**config.mk**
```make
export PLATFORM = sky130hd
export DESIGN_NAME = mem_wb_stage
export DESIGN_NICKNAME = d
export VERILOG_FILES = /design/src/rtl/mem_wb_stage.sv
export SDC_FILE = /design/constraint.sdc
export NUM_CORES = 1
export LEC_CHECK = 0
export CAP_MARGIN = 20
export CORE_UTILIZATION = 42
export CTS_BUF_LIST = sky130_fd_sc_hd__clkbuf_2 sky130_fd_sc_hd__clkbuf_4 sky130_fd_sc_hd__clkbuf_8
export DETAILED_ROUTE_END_ITERATION = 12
export PLACE_DENSITY = 0.78
export SLEW_MARGIN = 20
export SYNTH_ARGS = -nofsm -noshare
export SYNTH_HDL_FRONTEND = slang
export SYNTH_SLANG_ARGS = --single-unit
```
**constraint.sdc**
```tcl
create_clock -name clk -period 3.05 [get_ports clk]
set_clock_uncertainty 0.2 [all_clocks]
set_input_delay 0.61 -clock clk [delete_from_list [all_inputs] [get_ports clk]]
set_output_delay 0.61 -clock clk [all_outputs]
set_load 0.005 [all_outputs]
```
**src/rtl/mem_wb_stage.sv**
```systemverilog
// mem_wb_stage: elastic MEM/WB pipeline register with valid/ready handshake,
// flush, writeback-data mux, forwarding tap and retired-instruction counter.
// Optional feature macro: MEMWB_SKID_EN (adds a second skid entry so that
// in_ready is registered and carries no combinational path from out_ready).
module mem_wb_stage #(
    parameter int XLEN = 32,
    parameter int REGW = 5,
    parameter int CNTW = 32
) (
    input  logic            clk,
    input  logic            rst,
    input  logic            flush,
    input  logic            in_valid,
    output logic            in_ready,
    input  logic [XLEN-1:0] in_load_data,
    input  logic [XLEN-1:0] in_alu_res,
    input  logic [REGW-1:0] in_rd,
    input  logic            in_wb_en,
    input  logic            in_mem_to_reg,
    output logic            out_valid,
    input  logic            out_ready,
    output logic [XLEN-1:0] out_load_data,
    output logic [XLEN-1:0] out_alu_res,
    output logic [REGW-1:0] out_rd,
    output logic            out_wb_en,
    output logic [XLEN-1:0] out_wb_data,
    output logic            fwd_valid,
    output logic [REGW-1:0] fwd_rd,
    output logic [XLEN-1:0] fwd_data,
    output logic [CNTW-1:0] retired
);

    // Entry layout: {load_data, alu_res, rd, wb_en, mem_to_reg}
    localparam int EW = 2 * XLEN + REGW + 2;

    logic [EW-1:0]   in_entry;
    logic [EW-1:0]   head_reg;
    logic [EW-1:0]   head_next;
    logic            head_valid_reg;
    logic            head_valid_next;
    logic            head_wb_en;
    logic            head_mem_to_reg;
    logic [CNTW-1:0] retired_reg;
    logic            accept;
    logic            retire;

    // x0 is never written, so its write enable is dropped on capture
    assign in_entry = {in_load_data, in_alu_res, in_rd,
                       in_wb_en & (in_rd != '0), in_mem_to_reg};

    assign retire = head_valid_reg & out_ready;
    // A flush cycle discards whatever is offered on the input side
    assign accept = in_valid & in_ready & ~flush;

`ifdef MEMWB_SKID_EN
    logic [EW-1:0] skid_reg;
    logic [EW-1:0] skid_next;
    logic          skid_valid_reg;
    logic          skid_valid_next;

    // Ready depends only on skid occupancy (a flop), never on out_ready
    assign in_ready = ~rst & ~skid_valid_reg;

    // Two-entry FIFO: retire shifts skid into head, accept fills first free slot
    always_comb begin
        head_next       = head_reg;
        head_valid_next = head_valid_reg;
        skid_next       = skid_reg;
        skid_valid_next = skid_valid_reg;
        if (flush) begin
            head_valid_next = 1'b0;
            skid_valid_next = 1'b0;
        end else begin
            if (retire) begin
                head_next       = skid_reg;
                head_valid_next = skid_valid_reg;
                skid_valid_next = 1'b0;
            end
            if (accept) begin
                if (!head_valid_next) begin
                    head_next       = in_entry;
                    head_valid_next = 1'b1;
                end else begin
                    skid_next       = in_entry;
                    skid_valid_next = 1'b1;
                end
            end
        end
    end

    // Skid entry register
    always_ff @(posedge clk) begin
        if (rst) begin
            skid_reg       <= '0;
            skid_valid_reg <= 1'b0;
        end else begin
            skid_reg       <= skid_next;
            skid_valid_reg <= skid_valid_next;
        end
    end
`else
    // Single entry: can take a new instruction whenever the head leaves
    assign in_ready = ~rst & (~head_valid_reg | out_ready);

    // Single-entry next state: accept (possibly replacing a retiring head) or drain
    always_comb begin
        head_next       = head_reg;
        head_valid_next = head_valid_reg;
        if (flush) begin
            head_valid_next = 1'b0;
        end else if (accept) begin
            head_next       = in_entry;
            head_valid_next = 1'b1;
        end else if (retire) begin
            head_valid_next = 1'b0;
        end
    end
`endif

    // Head entry register; data is cleared on reset so outputs read 0
    always_ff @(posedge clk) begin
        if (rst) begin
            head_reg       <= '0;
            head_valid_reg <= 1'b0;
        end else begin
            head_reg       <= head_next;
            head_valid_reg <= head_valid_next;
        end
    end

    // Retire counter: counts every output handshake, including on flush cycles
    always_ff @(posedge clk) begin
        if (rst) begin
            retired_reg <= '0;
        end else if (retire) begin
            retired_reg <= retired_reg + CNTW'(1);
        end
    end

    assign {out_load_data, out_alu_res, out_rd, head_wb_en, head_mem_to_reg} = head_reg;

    assign out_valid   = head_valid_reg;
    assign out_wb_en   = head_wb_en & head_valid_reg;
    assign out_wb_data = head_mem_to_reg ? out_load_data : out_alu_res;
    assign fwd_valid   = out_wb_en;
    assign fwd_rd      = out_rd;
    assign fwd_data    = out_wb_data;
    assign retired     = retired_reg;

endmodule

```
-- After elaboration in Yosys (flattened, before gate mapping)
Index checks and enable logic that the tools add are counted.
- input bits: 76
- memory bits (read-only): 0
- output and inout port bits: 174
- bits in latches: 0
- register bits after elaboration: 104
- RAM bits: 0
- logic and storage cells: 21
- memories kept: 0
- bitwise logic cells: 10
- multiply operators: 0
- div/mod/pow operators: 0
- add/subtract/negate cells: 1
- multiplexer cells: 3
- equal/unequal tests: 0
- reduce and logical (&&, ||, !) cells: 4
- shifts and indexed selects: 0
- order comparisons: 0
- operators with widths (operator ; number):
    adder 32 x 1 -> 32 bit, second input constant ; 1
    2-to-1 mux 32 bit ; 1
    bitwise AND 1 bit ; 6
    nonzero test 5 bit ; 1
    inverter 1 bit ; 3
    2-to-1 mux 1 bit ; 2
    AND reduction 2 bit ; 1
    nonzero test 2 bit ; 1
    OR reduction 2 bit ; 1
    OR 1 bit ; 1

-- Longest topological paths before layout
- depth after elaboration: 6
- depth in mapped cells: 6
- depth with buffers taken out: 5

-- Worst setup path before layout
Ideal clock, no wire load.
- path type: input -> output
- start point: in rst
- end point: out in_ready
- arrival: 1.545 ns
- cell stages on the path: 4
- path slack: 0.695 ns
- buffers on the path: 3
- required time: 2.240 ns
- cells stage by stage: clkbuf_1 -> buf_1 -> clkbuf_1 -> nor2_1
- cells in the longest elaborated chain, start to end: 2
- RTL lines (what ; RTL line ; source):
    start: declaration ; 11 ; input logic rst,
    inverter 1 bit ; 103 ; assign in_ready = ~rst & (~head_valid_reg | out_ready);
    bitwise AND 1 bit ; 103 ;
    end: declaration ; 14 ; output logic in_ready,
Every way passes these cells.

-- Worst setup path after layout
- start point: in out_ready
- end point: out in_ready
- cells in the longest elaborated chain, start to end: 2
- RTL lines (what ; RTL line ; source):
    start: declaration ; 21 ; input logic out_ready,
    OR 1 bit ; 103 ;
    bitwise AND 1 bit ; 103 ;
Every way passes these cells.

==> reports/results.txt <==
nets = 847
worst hold slack = 271 ps
Simple-Gate Fraction of Synth Area = 20.5%
crit share post-route = 88.7%
Crit. Startpoint = out_ready
drt total wl = 14600 um
Setup crit end kind = output pin
area leader, netlist = dfxtp_1
post-cts resize count = 0
RSZ-0062 raised after global routing = false
Slew HR = 54.2%
multi-input logic area = 0.00216 sq mm
Setup crit end = in_ready
Top cell by count, worst path = clkdlybuf4s50_1
DRT antenna net count = 0
drt via density = 4.99
sequential area share after synthesis = 40.0%
Avg Inst Size Synth = 8.10 sq um
Post-synth top cells = 154 x nand2_1, 108 x buf_4, 104 x dfxtp_1
register area = 0.00208 sq mm
Seq pwr share = 52.8%
Worst-Skew Late Latency = 380 ps
CTS Hold Bufs = 0
DRC violations left = 0
Min-Delay Path Class = register to register
largest family of logic cells by synthesized area = simple AND/OR/NAND/NOR gates
Max VDD drop = 0.247 mV
clock share of power = 33.6%
Syn Nets = 719
pre-CTS WS = 234 ps
xor and xnor area share after synthesis = 1.68%
register bit count reported by yosys = 104
Ys Warns = 0
Synth top area share = 40.0%
internal power = 0.00206 W
fraction of registers with async set/reset = 0%
Worst Slack Setup Final = 344 ps
synth-to-layout area growth = 40.1%
mux contribution to synthesized area = 8.01%
global route total overflow = 0
crit path max-delay cell type = clkdlybuf4s50_1
Root Driver = clkbuf_8
largest net degree at the start of global routing = 66
adder-cell area share of the yosys netlist = 0.241%
Cells after Synth = 642
crit path DAT = 1900 ps
Global Route Usage Sum = 22.6%
row count = 40
CP Launch Type = input port
htree depth = 3
ANT cells = 0
CTS buffer count = 9
Initial Utilization = 43.1%
fmax = 0.370 GHz
wire length per cell = 15.5 um
Least-Margin Pin Slew = 687 ps
fill count = 1036
Psw = 0.000620 W
max-slew violations = 0
status = completed
Pre-Repair DR Iteration Count = 5
Compound-Gate Fraction of Synth Area = 10.9%
Yosys cell types = 35
minimum clock period = 2710 ps
top-count cell post-synth = nand2_1
clk buf depth = 2
Crit Path Class = input port to output pin
die height = 113 um
synthesized area = 0.00520 sq mm
Die Footprint = 0.0128 sq mm
via count = 4705
final core utilization = 60.4%
clk slew on worst S/H paths = 90 ps
Final setup viols = 0
Max FO, Critical Path = 6
dominant synthesized flop cell = dfxtp_1
reg2reg start = retired[0]
Combinational Power Share = 13.6%
Worst R2R Setup Slack = 700 ps
Max Cap Viol = 0
Iteration-0 DRC Markers = 244
CORE AREA = 0.0121 sq mm
detailed placement HPWL = 10800 um
Max stage delay on crit path = 600 ps
Post-synth EDFFs = 0
Area contributors post-synth = dfxtp_1 40%, buf_4 16%, nand2_1 11%
max FFs per register = 71
Die Wd = 113 um
R2R cell count = 5
Sw Share = 23.1%
first-pass GRT wire length = 22700 um
number of global-route vias before repair = 4517
TritonCTS clock tree = built
initial antenna violation count = 0
number of setup buffers added after CTS = 0
Cell Pwr Density = 368 mW/mm^2
gpl congestion = 0.820
Worst R2R End = retired[20]
Final TNS setup = 0 ps
fin area = 0.00729 sq mm
Placed Instance Area = 0.00708 sq mm
critical-path cell list = clkdlybuf4s50_1 > nor2b_1 > nor2_1 > clkdlybuf4s50_1
boundary pin count = 250
Hold Vio Cnt, Final = 0
sinks on the clock net = 104
port bufs = 249
Critical Path RT = 2240 ps
leak pwr = 2.48 nW
fraction of layout cells with a size suffix above 1 = 9.94%
[cell type report]
type,count,area share [%]
Inverter,8,0.412
Clock inverter,3,0.549
Multi-Input combinational cell,388,29.6
Tap cell,168,2.88
Sequential cell,104,28.6
Clock buffer,13,2.28
Timing Repair Buffer,259,35.7
[critical path: cells and delay by family]
family        cells  cell delay [ps]
buf+inv           2             1100
simple gates      2              180
[power by group through the flow]
stage | combinational, W | clock, W | sequential, W
after floorplan | 0.000174 | 0 | 0.00144
after global placement | 0.000359 | 0 | 0.00144
after detailed placement | 0.000366 | 0 | 0.00145
after CTS | 0.000369 | 0.000936 | 0.00142
after global routing | 0.000391 | 0.000996 | 0.00142
final | 0.000364 | 0.000901 | 0.00141
[metal layers]
| metal | wire length, um | track usage [%] | up-vias | part of all wire (%) |
|---|---|---|---|---|
| met5 | 0 | 0 | - | 0 |
| met3 | 1050 | 7.12 | 26 | 7.2 |
| met1 | 5580 | 24.5 | 2211 | 38 |
| li1 | - | - | 2296 | - |
| met2 | 7680 | 41.2 | 172 | 53 |
| met4 | 320 | 7.89 | 0 | 2.2 |
[kinds of logic after synthesis]
family	Yosys count
mux	37
buf+inv	150
compound gates	105
flops	104
simple gates	235
xor+xnor	10
fa+ha+maj	1
[layout by cell type (no fill, tap or decap), drive strengths merged]
cell / synthesis / routed
and2: 1 / 1
nor3: 6 / 6
nand2b: 1 / 1
a31o: 6 / 6
nor2b: 6 / 6
a21oi: 88 / 88
a21bo: 1 / 1
clkinv: 0 / 2
o211ai: 1 / 1
o21ai: 4 / 4
nor2: 18 / 18
xor2: 2 / 2
and4: 2 / 2
dfxtp: 104 / 104
ha: 1 / 1
or4: 5 / 5
nand3: 9 / 9
inv: 8 / 8
nor4: 6 / 6
o21a: 1 / 1
nand2: 154 / 154
or3: 6 / 6
o31ai: 4 / 4
and3: 4 / 4
xnor2: 8 / 8
mux2: 37 / 37
buf: 110 / 11
nand4: 16 / 16
nand3b: 1 / 1
clkbuf: 32 / 13
clkdlybuf4s50: 0 / 248
bufinv: 0 / 1
[stage by stage]
step                      std cells  power (W)
final                           943    0.00268
after CTS                       943    0.00272
after detailed placement        927    0.00181
after global placement          927    0.00180
after global routing            943    0.00281
after floorplan                 642    0.00161
[how the worst min path moves through the flow]
stage	start	cells past startpoint	slack, ps	end
global placement	head_reg[18]	2	250	head_reg[18]
finish	head_reg[42]	2	270	head_reg[42]
detailed placement	head_reg[49]	2	260	head_reg[49]
CTS	head_reg[49]	2	270	head_reg[49]
floorplan	head_reg[1]	2	230	head_reg[1]
global route	head_reg[40]	2	300	head_reg[40]
No activity file was read; power rests on OpenSTA's default activity.
